**src/rtl/vga_timing_out_if.sv**
```systemverilog
// Pixel bus between the VGA timing back-end and the drawer/mux pipeline.
// Carries pixel coordinates and frame strobe out, the mux colour in, and the VGA pins out.
// master: the timing generator (vga_timing_out); slave: the drawer/mux side and the VGA pins.
interface vga_timing_out_if;
  logic [7:0]  RGBIn;      // {R[2:0],G[2:0],B[1:0]} from the objects mux
  logic [10:0] pixelX;     // current horizontal count
  logic [10:0] pixelY;     // current vertical count
  logic        frameTick;  // one clock at the start of vertical blanking
  logic [7:0]  vgaR;
  logic [7:0]  vgaG;
  logic [7:0]  vgaB;
  logic        vgaHS;      // active low
  logic        vgaVS;      // active low
  logic        vgaBlankN;  // high while the output pixel is visible

  modport master (
    input  RGBIn,
    output pixelX, pixelY, frameTick, vgaR, vgaG, vgaB, vgaHS, vgaVS, vgaBlankN
  );

  modport slave (
    output RGBIn,
    input  pixelX, pixelY, frameTick, vgaR, vgaG, vgaB, vgaHS, vgaVS, vgaBlankN
  );
endinterface

```
**src/rtl/vga_timing_out.sv**
```systemverilog
// Purpose: 640x480@60 VGA timing generator; expands the 8-bit mux pixel to 24-bit colour.
// Latency: counter state at edge t reaches sync/blank/colour outputs at edge t+PIPE_DELAY+1.
// Backpressure: none, free-running pixel stream; RGBIn must arrive PIPE_DELAY clocks after pixelX/Y.
// Ports: clk (pixel clock), resetN (async active-low), bus (vga_timing_out_if.master):
//   RGBIn in; pixelX/pixelY/frameTick to the drawers; vgaR/G/B, vgaHS, vgaVS, vgaBlankN to the pins.
module vga_timing_out #(
  parameter int H_ACTIVE   = 640,
  parameter int H_FP       = 16,
  parameter int H_SYNC     = 96,
  parameter int H_BP       = 48,
  parameter int V_ACTIVE   = 480,
  parameter int V_FP       = 10,
  parameter int V_SYNC     = 2,
  parameter int V_BP       = 33,
  parameter int PIPE_DELAY = 2
) (
  input  logic             clk,
  input  logic             resetN,
  vga_timing_out_if.master bus
);

  localparam int H_TOTAL  = H_ACTIVE + H_FP + H_SYNC + H_BP;
  localparam int V_TOTAL  = V_ACTIVE + V_FP + V_SYNC + V_BP;
  localparam int HS_START = H_ACTIVE + H_FP;
  localparam int HS_END   = HS_START + H_SYNC;
  localparam int VS_START = V_ACTIVE + V_FP;
  localparam int VS_END   = VS_START + V_SYNC;

  // Delay-line word is {active, hs_n, vs_n}; idle means blanked with both syncs released.
  localparam logic [2:0] IDLE_SIG = 3'b011;

  // ---------------------------------------------------------------- counters
  logic [10:0] h_cnt_q, h_cnt_d;
  logic [10:0] v_cnt_q, v_cnt_d;
  logic        frame_tick_q, frame_tick_d;
  logic        h_wrap;

  always_comb begin
    h_wrap  = (h_cnt_q == 11'(H_TOTAL - 1));
    h_cnt_d = h_wrap ? 11'd0 : h_cnt_q + 11'd1;
    v_cnt_d = v_cnt_q;
    if (h_wrap) begin
      v_cnt_d = (v_cnt_q == 11'(V_TOTAL - 1)) ? 11'd0 : v_cnt_q + 11'd1;
    end
    // Computed from the next counter values so the strobe is registered with them.
    frame_tick_d = (h_cnt_d == 11'd0) && (v_cnt_d == 11'(V_ACTIVE));
  end

  always_ff @(posedge clk or negedge resetN) begin
    if (!resetN) begin
      h_cnt_q      <= '0;
      v_cnt_q      <= '0;
      frame_tick_q <= 1'b0;
    end else begin
      h_cnt_q      <= h_cnt_d;
      v_cnt_q      <= v_cnt_d;
      frame_tick_q <= frame_tick_d;
    end
  end

  // ------------------------------------------------- timing from counters
  logic       act_now, hs_n_now, vs_n_now;
  logic [2:0] sig_now, sig_dly;

  always_comb begin
    act_now  = (h_cnt_q < 11'(H_ACTIVE)) && (v_cnt_q < 11'(V_ACTIVE));
    hs_n_now = !((h_cnt_q >= 11'(HS_START)) && (h_cnt_q < 11'(HS_END)));
    vs_n_now = !((v_cnt_q >= 11'(VS_START)) && (v_cnt_q < 11'(VS_END)));
    sig_now  = {act_now, hs_n_now, vs_n_now};
  end

  // ---------------------------------------------------------- delay line
  // Matches the drawer + mux register depth so sync/blank line up with RGBIn.
  generate
    if (PIPE_DELAY == 0) begin : g_no_dly
      assign sig_dly = sig_now;
    end else begin : g_dly
      logic [PIPE_DELAY-1:0][2:0] pipe_q, pipe_d;

      always_comb begin
        pipe_d[0] = sig_now;
        for (int i = 1; i < PIPE_DELAY; i++) begin
          pipe_d[i] = pipe_q[i-1];
        end
      end

      always_ff @(posedge clk or negedge resetN) begin
        if (!resetN) begin
          pipe_q <= {PIPE_DELAY{IDLE_SIG}};
        end else begin
          pipe_q <= pipe_d;
        end
      end

      assign sig_dly = pipe_q[PIPE_DELAY-1];
    end
  endgenerate

  // -------------------------------------------------------- output stage
  logic [7:0] r_q, r_d, g_q, g_d, b_q, b_d;
  logic       hs_n_q, hs_n_d, vs_n_q, vs_n_d, blank_n_q, blank_n_d;

  always_comb begin
    r_d       = '0;
    g_d       = '0;
    b_d       = '0;
    blank_n_d = sig_dly[2];
    hs_n_d    = sig_dly[1];
    vs_n_d    = sig_dly[0];
    // Bit replication spreads each field over the full 8-bit range (7 -> FF, 0 -> 00).
    if (sig_dly[2]) begin
      r_d = {bus.RGBIn[7:5], bus.RGBIn[7:5], bus.RGBIn[7:6]};
      g_d = {bus.RGBIn[4:2], bus.RGBIn[4:2], bus.RGBIn[4:3]};
      b_d = {4{bus.RGBIn[1:0]}};
    end
  end

  always_ff @(posedge clk or negedge resetN) begin
    if (!resetN) begin
      r_q       <= '0;
      g_q       <= '0;
      b_q       <= '0;
      hs_n_q    <= 1'b1;
      vs_n_q    <= 1'b1;
      blank_n_q <= 1'b0;
    end else begin
      r_q       <= r_d;
      g_q       <= g_d;
      b_q       <= b_d;
      hs_n_q    <= hs_n_d;
      vs_n_q    <= vs_n_d;
      blank_n_q <= blank_n_d;
    end
  end

  assign bus.pixelX    = h_cnt_q;
  assign bus.pixelY    = v_cnt_q;
  assign bus.frameTick = frame_tick_q;
  assign bus.vgaR      = r_q;
  assign bus.vgaG      = g_q;
  assign bus.vgaB      = b_q;
  assign bus.vgaHS     = hs_n_q;
  assign bus.vgaVS     = vs_n_q;
  assign bus.vgaBlankN = blank_n_q;

endmodule

```
**src/flat_wrapper.sv**
```systemverilog
// flat-port wrapper written by rule: the top's interface ports become plain ports
module vga_timing_out_flat 
#(
  parameter int H_ACTIVE   = 640,
  parameter int H_FP       = 16,
  parameter int H_SYNC     = 96,
  parameter int H_BP       = 48,
  parameter int V_ACTIVE   = 480,
  parameter int V_FP       = 10,
  parameter int V_SYNC     = 2,
  parameter int V_BP       = 33,
  parameter int PIPE_DELAY = 2
)
  (clk, resetN, bus_RGBIn, bus_pixelX, bus_pixelY, bus_frameTick, bus_vgaR, bus_vgaG, bus_vgaB, bus_vgaHS, bus_vgaVS, bus_vgaBlankN);
  vga_timing_out_if bus_i ();
  input  logic clk;
  input  logic resetN;
  input wire logic [$bits(bus_i.RGBIn)-1:0] bus_RGBIn;
  output wire logic [$bits(bus_i.pixelX)-1:0] bus_pixelX;
  output wire logic [$bits(bus_i.pixelY)-1:0] bus_pixelY;
  output wire logic [$bits(bus_i.frameTick)-1:0] bus_frameTick;
  output wire logic [$bits(bus_i.vgaR)-1:0] bus_vgaR;
  output wire logic [$bits(bus_i.vgaG)-1:0] bus_vgaG;
  output wire logic [$bits(bus_i.vgaB)-1:0] bus_vgaB;
  output wire logic [$bits(bus_i.vgaHS)-1:0] bus_vgaHS;
  output wire logic [$bits(bus_i.vgaVS)-1:0] bus_vgaVS;
  output wire logic [$bits(bus_i.vgaBlankN)-1:0] bus_vgaBlankN;
  assign bus_i.RGBIn = bus_RGBIn;
  assign bus_pixelX = bus_i.pixelX;
  assign bus_pixelY = bus_i.pixelY;
  assign bus_frameTick = bus_i.frameTick;
  assign bus_vgaR = bus_i.vgaR;
  assign bus_vgaG = bus_i.vgaG;
  assign bus_vgaB = bus_i.vgaB;
  assign bus_vgaHS = bus_i.vgaHS;
  assign bus_vgaVS = bus_i.vgaVS;
  assign bus_vgaBlankN = bus_i.vgaBlankN;
  vga_timing_out #(.H_ACTIVE(H_ACTIVE), .H_FP(H_FP), .H_SYNC(H_SYNC), .H_BP(H_BP), .V_ACTIVE(V_ACTIVE), .V_FP(V_FP), .V_SYNC(V_SYNC), .V_BP(V_BP), .PIPE_DELAY(PIPE_DELAY)) u_core (.clk(clk), .resetN(resetN), .bus(bus_i));
endmodule
```
**config.mk**
```make
export PLATFORM = sky130hd
export DESIGN_NAME = vga_timing_out_flat
export DESIGN_NICKNAME = d
export VERILOG_FILES = /design/src/rtl/vga_timing_out_if.sv /design/src/rtl/vga_timing_out.sv /design/src/flat_wrapper.sv
export SDC_FILE = /design/constraint.sdc
export NUM_CORES = 1
export LEC_CHECK = 0
export ABC_AREA = 0
export CELL_PAD_IN_SITES_DETAIL_PLACEMENT = 0
export CELL_PAD_IN_SITES_GLOBAL_PLACEMENT = 1
export CORE_AREA = 2 2 82 92
export DETAILED_ROUTE_END_ITERATION = 10
export DIE_AREA = 0 0 84 94
export MAX_ROUTING_LAYER = met4
export PLACE_DENSITY = 0.79
export SYNTH_ARGS = -nofsm -noshare
export SYNTH_HDL_FRONTEND = slang
export SYNTH_SLANG_ARGS = --single-unit
```
**constraint.sdc**
```tcl
create_clock -name clk -period 3.3 [get_ports clk]
set_input_delay 0.33 -clock clk [delete_from_list [all_inputs] [get_ports clk]]
set_output_delay 0.33 -clock clk [all_outputs]
set_load 0.005 [all_outputs]
```
Word-level counts from Yosys, hierarchy flattened. Cells that the tools add are included.

Bits in registers: 56. Bits of input ports: 10.

Add/subtract/negate cells: 2. Equality and inequality tests: 3. Reductions and logical operators: 7. Order comparisons: 6. Muxes and demuxes: 6.

Operators with widths (count): two-way mux 11 bit (3); two-way mux 8 bit (3); adder 11 x 1 -> 11 bit, second input constant (2); equality test 11 x 10 -> 1 bit, second input constant (2); less-than comparator 11 x 10 -> 1 bit, second input constant (2); less-than comparator 11 x 9 -> 1 bit, second input constant (2); equality test 11 x 9 -> 1 bit, second input constant (1); >= comparator 11 x 10 -> 1 bit, second input constant (1); >= comparator 11 x 9 -> 1 bit, second input constant (1); logical NOT 11 bit (1); logical AND 1 bit (4); logical NOT 1 bit (2).

Depth between registers and ports, before layout. Gate-level depths: netlist (run 1).

Word-level depth: 5. Mapped depth: 9. Mapped depth without buffers: 8.

Worst setup path before layout (run 1). No wires, ideal clock.

Kind: reg-to-reg. From: register u_core.h_cnt_q[0] (netlist: u_core.bus.pixelX[0]). To: register u_core.frame_tick_q (netlist: u_core.bus.frameTick). Cell stages (with the launch flop): 9. Setup time: 120 ps. Setup slack: 1213 ps. Arrival time: 1966 ps. Path through: dfrtp_1 > ha_1 > and4_1 > clkbuf_1 > nand3_1 > nor4b_1 > a21o_1 > and4b_1 > and4_1.

Word-level cells in the longest chain between the ends: 4.

Ends and longest elaborated chain: start: declaration (line vga_timing_out.sv:33) `logic [10:0] h_cnt_q, h_cnt_d;`; start signal: assignment (line vga_timing_out.sv:55) `h_cnt_q <= h_cnt_d;`; equality test 11 x 10 -> 1 bit (line vga_timing_out.sv:39) `h_wrap = (h_cnt_q == 11'(H_TOTAL - 1));`; two-way mux 11 bit (line vga_timing_out.sv:42) `if (h_wrap) begin`; net u_core.v_cnt_d[4] (line vga_timing_out.sv:34) `logic [10:0] v_cnt_q, v_cnt_d;`; equality test 11 x 9 -> 1 bit (line vga_timing_out.sv:46) `frame_tick_d = (h_cnt_d == 11'd0) && (v_cnt_d == 11'(V_ACTIVE));`; logical AND 1 bit (line vga_timing_out.sv:46); net u_core.frame_tick_d (line vga_timing_out.sv:35) `logic frame_tick_q, frame_tick_d;`; end signal: assignment (line vga_timing_out.sv:57) `frame_tick_q <= frame_tick_d;`; end: declaration (line vga_timing_out.sv:35).

The timed path passes the listed nets, and every way through them passes these cells.

Worst setup path after layout (run 1).
From: register u_core.h_cnt_q[5] (netlist: u_core.bus.pixelX[5]). To: register u_core.frame_tick_q (netlist: u_core.bus.frameTick).

Word-level cells in the longest chain between the ends: 4.

Ends and longest elaborated chain (line): adder 11 x 1 -> 11 bit or equality test 11 x 10 -> 1 bit (tied branches) (vga_timing_out.sv:40, vga_timing_out.sv:39); two-way mux 11 bit, on equally long branches (vga_timing_out.sv:40, vga_timing_out.sv:42); logical NOT 11 bit or equality test 11 x 9 -> 1 bit (tied branches) (vga_timing_out.sv:46); logical AND 1 bit (*) (vga_timing_out.sv:46); net u_core.frame_tick_d (vga_timing_out.sv:35).

Mark *: on every way through the listed nets, which the timed path passes. The rest lies on a longest branch.

==> reports/qor.yml, run 1 <==
finish:
  fin_nets: 249
  design_area_sq_um: 2675
  final_cell_mix: "58 x clkdlybuf4s50_1, 34 x dfrtp_1, 15 x nand2_1"
  syn_to_final_growth_pct: 30.13
  final_common_cell: "clkdlybuf4s50_1"
  seqCellArea_sq_um: 1008
  diodes: 0
  final_cells: 322
  drive_gt1_share_pct: 8.439
  fillCellCount: 688
  multiInputGateArea_sq_um: 848.3
die:
  fp-row-count: 32
  start_util_pct: 29.68
  core_area_sq_um: 6927
  die_h_um: 94
  die_w_um: 84
  top_level_ports: 60
  dieArea_sq_um: 7896
sta:
  setup_viol: 0
  hold_violations: 0
  hold_ws_ns: 0.1477
  min_period_over_period_pct: 77.40
  period_needed_ns: 2.554
  fin_skew_ns: 0.006589
  slew_headroom_pct: 41.57
  tns_ns: 0
  slew_violations: 0
  worstMarginPinSlew_ns: 0.8765
  fmax_mhz: 391.5
  rsz0062_at_grt: "false"
power_and_ir_drop:
  power_mw: 0.9541
  ir_worst_vdd_v: 0.0002363
  p_seq_share_pct: 52.2
  p_sw_share_pct: 20.96
  combPwrFrac_pct: 5.6
  power.internal_mw: 0.7542
  leakagePower_nw: 1.074
  pwr-share-clk_pct: 42.2
  p_sw_mw: 0.2000
  power.density_nw_per_um2: 356.7
routing:
  via_per_inst: 4.876
  drt_iter0_drc: 50
  vias: 1570
  wl_per_cell_um: 13.85
  drt-pass1-iter-count: 4
  drc_errors: 0
  postRouteAntennaNets: 0
  drt_wl_total_um: 4460
setup_path:
  required_ns: 3.54
  r2r_slack_ns: 0.75
  r2r-start: "u_core.bus.pixelX[5]"
  start_kind: "flop"
  worstPathMaxFanout: 17
  crit_type: "reg -> reg"
  cp.arrival_ns: 2.80
  reg2regPathDepth: 5
  r2r_end: "u_core.bus.frameTick"
  end_kind: "flop"
synth:
  yosys.area_share.simple_pct: 23.86
  synth_adder_area_share_pct: 1.826
  syn-instance-count: 199
  synth_area_sq_um: 2056
  async_reset_ff_share_pct: 100.0
  ys_seq_area_share_pct: 49.06
  ys_warn_count: 0
  synth_top_area_share_pct: 41.39
  synth.distinct_cells: 45
  synth.area.top_cells: "dfrtp_1 41%, dfstp_2 7.7%, buf_4 5.8%"
  synth-main-ff-cell: "dfrtp_1"
  syn_nets: 212
  synth_edf_count: 0
  ys_ff_latch: 40
  synthXorXnorAreaFrac_pct: 6.330
  synth_top_family_by_area: "simple AND/OR/NAND/NOR gates"
  synth_mux_area_share_pct: 0
  synth_area_leader_cell: "dfrtp_1"
  syn_area_per_cell_sq_um: 10.33
  synth_compound_area_share_pct: 9.251
place:
  portBuffers: 59
  hpwl_um: 3226
  dp_cells: 314
  place_area_sq_um: 2564
  gp_congestion: 0.8198
clocking:
  cts_resized: 0
  clockRootBuffer: "clkbuf_8"
  insertion_delay_ns: 0.30
  numClockSinks: 40
  cts_setup_buffers: 0
  clockBufferDepth: 2
  cts_tree: "yes"
  cts.clk_slew.worst_paths_ns: 0.08
  numCtsBuffers: 5
  htreeDepth: 2
  hold_buffers: 0
grt:
  grt_overflow: 0
  antenna_found_initial: 0
  grt_max_degree: 41
  grt_pass1_wl_um: 7424
  grt_pass1_vias: 1507
  groute.usage.overall_pct: 12.25
min_path:
  holdCritPathClass: "in -> async"
run_status:
  status: "complete, no violations"
run:
  cap_violations: 0
==> worst max path at each step <==
stage,start,endpoint,depth (start not counted)
floorplan,u_core.bus.pixelX[0],u_core.bus.frameTick,8
global placement,u_core.bus.pixelX[5],u_core.bus.frameTick,6
detailed placement,u_core.bus.pixelX[5],u_core.bus.frameTick,5
CTS,u_core.bus.pixelX[5],u_core.bus.frameTick,5
global route,u_core.bus.pixelX[5],u_core.bus.frameTick,5
finish,u_core.bus.pixelX[5],u_core.bus.frameTick,5
==> metal layers <==
metal | wire length (um) | vias to the layer above | GRT usage [%]
met2 | 2115 | 60 | 19.27
li1 | - | 760 | -
met5 | 0 | - | -
met3 | 244 | 8 | 3.339
met4 | 69 | 0 | 4.435
met1 | 2030 | 742 | 15.25
==> cell families after synthesis <==
logic type,Yosys count
AND/OR/NAND/NOR,80
flip-flops,40
buffers and inverters,33
AO/OA/AOI/OAI,29
XOR/XNOR,14
adder cells (fa/ha/maj),3
==> worst max-delay path, stage by stage (launching register included) <==
cell and delay [ns]:
dfrtp_1 0.50, or4b_4 0.61, nor3_4 0.53, a21oi_1 0.18, a2111oi_0 0.43, and4_1 0.25
==> cell usage after synthesis, types with 4 or more instances <==
cell type and n:
a21oi_1 4, and2_1 9, and3_1 8, and4_1 5, buf_2 6, buf_4 16, clkbuf_1 6, dfrtp_1 34
dfstp_2 6, inv_1 4, nand2_1 15, nand3_1 7, nand4_1 6, nor2_1 8, nor3_1 4, nor4b_1 4
o21ai_0 11, xnor2_1 9, xor2_1 4
==> power by group through the flow <==
stage	clock network [mW]	logic, mW	registers (mW)
after floorplan	0	0.0187	0.509
after global placement	0	0.0537	0.508
after detailed placement	0	0.0545	0.508
after CTS	0.416	0.0545	0.498
after global routing	0.435	0.0578	0.500
final	0.403	0.0531	0.498
==> metrics by stage <==
step | utilization [%] | setup slack (ns)
2_1_floorplan | - | 1.213
3_3_place_gp | 37.01 | 0.8428
3_5_place_dp | 37.01 | 0.7567
4_1_cts | 38.62 | 0.7341
5_1_grt | 38.62 | 0.5385
6_report | 38.62 | 0.7457
==> sequential cells by signal, indices dropped and copies added (netlist names) <==
signal / count
u_core.bus.vgaHS: 1
u_core.bus.vgaR: 3
u_core.bus.frameTick: 1
u_core.bus.vgaG: 3
u_core.bus.vgaBlankN: 1
u_core.sig_dly: 3
u_core.g_dly.pipe_d: 3
u_core.bus.pixelX: 11
u_core.bus.vgaB: 2
u_core.bus.vgaVS: 1
u_core.bus.pixelY: 11
==> cell type report <==
class,count,area share [%]
Clock inverter,3,1.590
Multi-Input combinational cell,126,31.71
Sequential cell,40,37.70
Clock buffer,5,2.572
Inverter,4,0.5613
Timing Repair Buffer,59,21.89
Tap cell,85,3.976
No activity file was read; power rests on OpenSTA's default activity.
==> run 2, diff against run 1 <==
clock period = 2.52 ns   (was 3.3 ns; I/O delays follow)
==> reports/qor.yml, run 2 (synthesized netlist as in run 1, its figures left out) <==
run_status:
  status: "complete, no violations"  # unchanged
finish:
  final_util_pct: 39.60  # was 38.62%
  final_common_cell: "clkdlybuf4s50_1"  # unchanged
  final_cell_mix: "58 x clkdlybuf4s50_1, 34 x dfrtp_1, 15 x nand2_1"  # unchanged
  syn_to_final_growth_pct: 33.41  # was 30.13%
  fin_nets: 258  # was 249
  fillCellCount: 666  # was 688
  diodes: 0  # unchanged
  drive_gt1_share_pct: 11.79  # was 8.439%
die:
  die_h_um: 94  # unchanged
  dieArea_sq_um: 7896  # unchanged
  top_level_ports: 60  # unchanged
  start_util_pct: 29.68  # unchanged
  core_area_sq_um: 6927  # unchanged
  fp-row-count: 32  # unchanged
  die_w_um: 84  # unchanged
sta:
  hold_violations: 0  # unchanged
  tns_ns: 0  # unchanged
  slew_violations: 0  # unchanged
  min_period_over_period_pct: 87.54  # was 77.40%
  rsz0062_at_grt: "false"  # unchanged
  worstMarginPinSlew_ns: 0.8881  # was 0.8765 ns
  period_needed_ns: 2.206  # was 2.554 ns
  fin_skew_ns: 0.004505  # was 0.006589 ns
  slew_headroom_pct: 40.80  # was 41.57%
  setup_viol: 0  # unchanged
  fmax_mhz: 453.3  # was 391.5 MHz
setup_path:
  crit_type: "reg -> reg"  # unchanged
  r2r_slack_ns: 0.31  # was 0.75 ns
  cp.arrival_ns: 2.44  # was 2.80 ns
  startpoint: "u_core.bus.pixelX[8]"  # was u_core.bus.pixelX[5]
  reg2regPathDepth: 6  # was 5
  slowest_delay_ns: 0.53  # was 0.61 ns
  critPathSlowestCell: "or4b_4"  # unchanged
  worstPathMaxFanout: 11  # was 17
  r2r-start: "u_core.bus.pixelX[8]"  # was u_core.bus.pixelX[5]
  cp-endpoint: "u_core.bus.frameTick"  # unchanged
  start_kind: "flop"  # unchanged
  end_kind: "flop"  # unchanged
  r2r_end: "u_core.bus.frameTick"  # unchanged
  required_ns: 2.75  # was 3.54 ns
  crit_chain: "or4b_4, nor3_4, nand4_1, xnor2_1, and4b_1, and4_1"  # was or4b_4, nor3_4, a21oi_1, a2111oi_0, and4_1
clocking:
  htreeDepth: 2  # unchanged
  numCtsBuffers: 5  # unchanged
  clockRootBuffer: "clkbuf_8"  # unchanged
  cts_setup_buffers: 0  # unchanged
  cts_tree: "yes"  # unchanged
  cts_resized: 0  # unchanged
  hold_buffers: 0  # unchanged
  insertion_delay_ns: 0.29  # was 0.30 ns
  cts.clk_slew.worst_paths_ns: 0.08  # about the same
  numClockSinks: 40  # unchanged
  clockBufferDepth: 2  # unchanged
grt:
  grt_pass1_wl_um: 7921  # was 7424 um
  grt_overflow: 0  # unchanged
  groute.usage.overall_pct: 13.03  # was 12.25%
  grt_max_degree: 41  # unchanged
  grt_pass1_vias: 1589  # was 1,507
  antenna_found_initial: 0  # unchanged
routing:
  vias: 1633  # was 1,570
  drt-pass1-iter-count: 4  # unchanged
  postRouteAntennaNets: 0  # unchanged
  drt_wl_total_um: 4721  # was 4460 um
  wl_per_cell_um: 14.26  # was 13.85 um
  via_per_inst: 4.934  # was 4.876
  drc_errors: 0  # unchanged
  drt_iter0_drc: 46  # was 50
place:
  hpwl_um: 3510  # was 3226 um
  portBuffers: 59  # unchanged
  gp_congestion: 0.9055  # was 0.8198
min_path:
  holdCritPathClass: "in -> async"  # unchanged
power_and_ir_drop:
  ir_worst_vdd_v: 0.0003773  # was 0.0002363 V
  leakagePower_nw: 1.120  # was 1.074 nW
  power.density_nw_per_um2: 454.8  # was 356.7 nW/um^2
run:
  cap_violations: 0  # unchanged
## run 2: cell count changes in the layout (fill, tap and decap cells not counted), sizes merged
cell,before,now
buf,1,10
## run 2: area by class of cell
class | instances | area, sq um | share of cell area, %
Clock inverter | 3 | 42.54 | 1.551
Clock buffer | 5 | 68.82 | 2.509
Inverter | 4 | 15.01 | 0.5474
Multi-Input combinational cell | 126 | 848.3 | 30.93
Sequential cell | 40 | 1008 | 36.77
Timing Repair Buffer | 68 | 653.1 | 23.81
Tap cell | 85 | 106.4 | 3.878
## run 2: stage by stage
stage          std cells  cell area, sq um  power (mW)  hold WS [ns]  worst slack, ns
3_5_place_dp         323              2631      0.7376        0.3468           0.3587
2_1_floorplan        199              2056      0.6906      -0.04359           0.4333
6_report             331              2743       1.247       0.07455           0.3140
5_1_grt              331              2743       1.300        0.1419           0.1197
3_3_place_gp         323              2631      0.7350        0.3325           0.4117
4_1_cts              331              2743       1.267        0.1046           0.3354
## run 2: worst min path at each step
| stage | startpoint | to | depth (start not counted) |
|---|---|---|---|
| 2_1_floorplan | resetN | u_core.bus.frameTick | 0 |
| 3_3_place_gp | u_core.g_dly.pipe_d[5] | u_core.sig_dly[2] | 0 |
| 3_5_place_dp | u_core.g_dly.pipe_d[3] | u_core.sig_dly[0] | 0 |
| 4_1_cts | resetN | u_core.bus.vgaB[6] | 1 |
| 5_1_grt | resetN | u_core.bus.pixelX[4] | 1 |
| 6_report | resetN | u_core.bus.pixelX[2] | 1 |
## run 2: metal layers
metal  track usage [%]  wire (um)  vias up
li1                  -          -      777
met1             16.15       2112      777
met2             20.73       2254       71
met3             2.988        261        8
met4             5.242         92        0
met5                 -          0        -
## run 2: critical path, delay by kind of cell, from the launching register on
family / cells / cell delay [ns]
AND/OR/NAND/NOR: 5 / 1.43
XOR/XNOR: 1 / 0.19
flip-flops: 1 / 0.51
## run 2: report_power, final
part | switching, mW | internal (mW) | total, mW
registers | 0.00450 | 0.648 | 0.653
logic | 0.0238 | 0.0463 | 0.0701
clock network | 0.232 | 0.293 | 0.525
total | 0.260 | 0.988 | 1.25
==> run 3, diff against run 2 <==
RECOVER_POWER = 100   (was not set)
SLEW_MARGIN = 0   (was not set)
==> reports/qor.yml, run 3 (synthesized netlist as in run 1, its figures left out) <==
routing:
  via_per_inst: 4.952  # was 4.934
  vias: 1639  # was 1,633
  drt_iter0_drc: 41  # was 46
  wl_per_cell_um: 14.37  # was 14.26 um
  postRouteAntennaNets: 0  # unchanged
  drc_errors: 0  # unchanged
  drt_wl_total_um: 4757  # was 4721 um
  drt-pass1-iter-count: 4  # unchanged
place:
  portBuffers: 59  # unchanged
  gp_congestion: 0.9055  # unchanged
  hpwl_um: 3510  # unchanged
grt:
  grt_pass1_wl_um: 7921  # unchanged
  groute.usage.overall_pct: 13.03  # unchanged
  grt_max_degree: 41  # unchanged
  antenna_found_initial: 0  # unchanged
  grt_overflow: 0  # unchanged
  grt_pass1_vias: 1589  # unchanged
power_and_ir_drop:
  ir_worst_vdd_v: 0.0003759  # was 0.0003773 V
  leakagePower_nw: 1.141  # was 1.120 nW
  power.density_nw_per_um2: 457.0  # was 454.8 nW/um^2
sta:
  slew_violations: 41  # was 0
  rsz0062_at_grt: "false"  # unchanged
  fmax_mhz: 447.7  # was 453.3 MHz
  setup_viol: 0  # unchanged
  worstMarginPinSlew_ns: 2.115  # was 0.8881 ns
  fin_skew_ns: 0.007565  # was 0.004505 ns
  period_needed_ns: 2.234  # was 2.206 ns
  min_period_over_period_pct: 88.64  # was 87.54%
  tns_ns: 0  # unchanged
  hold_violations: 0  # unchanged
  slew_headroom_pct: -40.97  # was 40.80%
finish:
  drive_gt1_share_pct: 8.537  # was 11.79%
  diodes: 0  # unchanged
  syn_to_final_growth_pct: 32.08  # was 33.41%
  fin_nets: 258  # unchanged
  final_util_pct: 39.20  # was 39.60%
  final_cell_mix: "46 x dlygate4sd3_1, 34 x dfrtp_1, 15 x nand2_1"  # was 58 x clkdlybuf4s50_1, 34 x dfrtp_1, 15 x nand2_1
  final_common_cell: "dlygate4sd3_1"  # was clkdlybuf4s50_1
run:
  cap_violations: 1  # was 0
setup_path:
  startpoint: "u_core.bus.pixelX[0]"  # was u_core.bus.pixelX[8]
  required_ns: 2.70  # was 2.75 ns
  reg2regPathDepth: 7  # was 6
  worstPathMaxFanout: 7  # was 11
  cp_common_cell: "and4_1"
  r2r_end: "u_core.bus.frameTick"  # unchanged
  slowest_delay_ns: 0.40  # was 0.53 ns
  end_kind: "flop"  # unchanged
  crit_chain: "ha_1, and4_1, clkbuf_1, nand4_1, a31o_2, and4b_1, and4_1"  # was or4b_4, nor3_4, nand4_1, xnor2_1, and4b_1, and4_1
  cp-endpoint: "u_core.bus.frameTick"  # unchanged
  r2r-start: "u_core.bus.pixelX[0]"  # was u_core.bus.pixelX[8]
  critPathSlowestCell: "dfrtp_1"  # was or4b_4
  crit_type: "reg -> reg"  # unchanged
  r2r_slack_ns: 0.29  # was 0.31 ns
  cp.arrival_ns: 2.42  # was 2.44 ns
  start_kind: "flop"  # unchanged
min_path:
  hold_start: "u_core.g_dly.pipe_d[3]"
  holdCritPathClass: "reg -> reg"  # was in -> async
clocking:
  cts_tree: "yes"  # unchanged
  cts_setup_buffers: 0  # unchanged
  htreeDepth: 2  # unchanged
  clockBufferDepth: 2  # unchanged
  numCtsBuffers: 5  # unchanged
  clockRootBuffer: "clkbuf_8"  # unchanged
  insertion_delay_ns: 0.30  # was 0.29 ns
  hold_buffers: 0  # unchanged
  cts_resized: 0  # unchanged
  numClockSinks: 40  # unchanged
  cts.clk_slew.worst_paths_ns: 0.08  # about the same
die:
  top_level_ports: 60  # unchanged
  die_w_um: 84  # unchanged
  core_area_sq_um: 6927  # unchanged
  start_util_pct: 29.68  # unchanged
  die_h_um: 94  # unchanged
  fp-row-count: 32  # unchanged
  dieArea_sq_um: 7896  # unchanged
run_status:
  failed_checks: "capacitance limit, slew limit"
  status: "complete, but fails checks"  # was complete, no violations
-- run 3: cell types whose count changed in the layout (fill, tap and decap cells not counted) --
cell | before | now
clkdlybuf4s50_1 | 58 | 12
dlygate4sd3_1 | 0 | 46
clkbuf_1 | 0 | 7
buf_4 | 9 | 3
and2_0 | 0 | 4
and2_1 | 9 | 5
buf_2 | 1 | 0
or4b_1 | 0 | 1
or4b_4 | 1 | 0
-- run 3: metrics by stage --
step	hold WS, ns	instance area [sq um]	setup WS, ns	std cells	power [mW]
4_1_cts	0.1046	2743	0.3354	331	1.267
2_1_floorplan	-0.04359	2056	0.4333	199	0.6906
3_5_place_dp	0.3468	2631	0.3587	323	0.7376
6_report	0.3579	2715	0.2863	331	1.241
5_1_grt	0.3660	2715	0.1011	331	1.291
3_3_place_gp	0.3325	2631	0.4117	323	0.7350
-- run 3: worst min-delay path by stage --
stage                                      end  slack, ns  cells after the start
final                        u_core.sig_dly[0]       0.36                      0
after global routing         u_core.sig_dly[0]       0.37                      0
after CTS                   u_core.bus.vgaB[6]       0.10                      1
after detailed placement     u_core.sig_dly[0]       0.35                      0
after global placement       u_core.sig_dly[2]       0.33                      0
after floorplan           u_core.bus.frameTick      -0.04                      0
-- run 3: cell type report --
type	count	area (sq um)
Timing Repair Buffer	68	629.4
Fill cell	673	4212
Clock inverter	3	42.54
Inverter	4	15.01
Multi-Input combinational cell	126	844.6
Sequential cell	40	1008
Tap cell	85	106.4
Clock buffer	5	68.82
-- run 3: critical path, delay by kind of cell (launching register included) --
kind            cells  cell delay, ns
fa+ha+maj           1            0.24
buf+inv             1            0.27
compound gates      1            0.32
flops               1            0.40
simple gates        4            0.89
-- run 3: report_power, final --
| group | total (mW) | switching, mW | internal (mW) |
|---|---|---|---|
| registers | 0.652 | 0.00361 | 0.648 |
| clock network | 0.527 | 0.234 | 0.293 |
| logic | 0.0620 | 0.0236 | 0.0384 |
| total | 1.24 | 0.261 | 0.980 |
-- run 3: metal layers --
layer / vias to the layer above / track usage (%) / routed length [um] / part of all wire [%]
met4: 0 / 5.242 / 100 / 2.1
met3: 10 / 2.988 / 271 / 5.7
met2: 73 / 20.73 / 2275 / 48
met1: 776 / 16.15 / 2110 / 44
met5: - / - / 0 / 0
li1: 780 / - / - / -
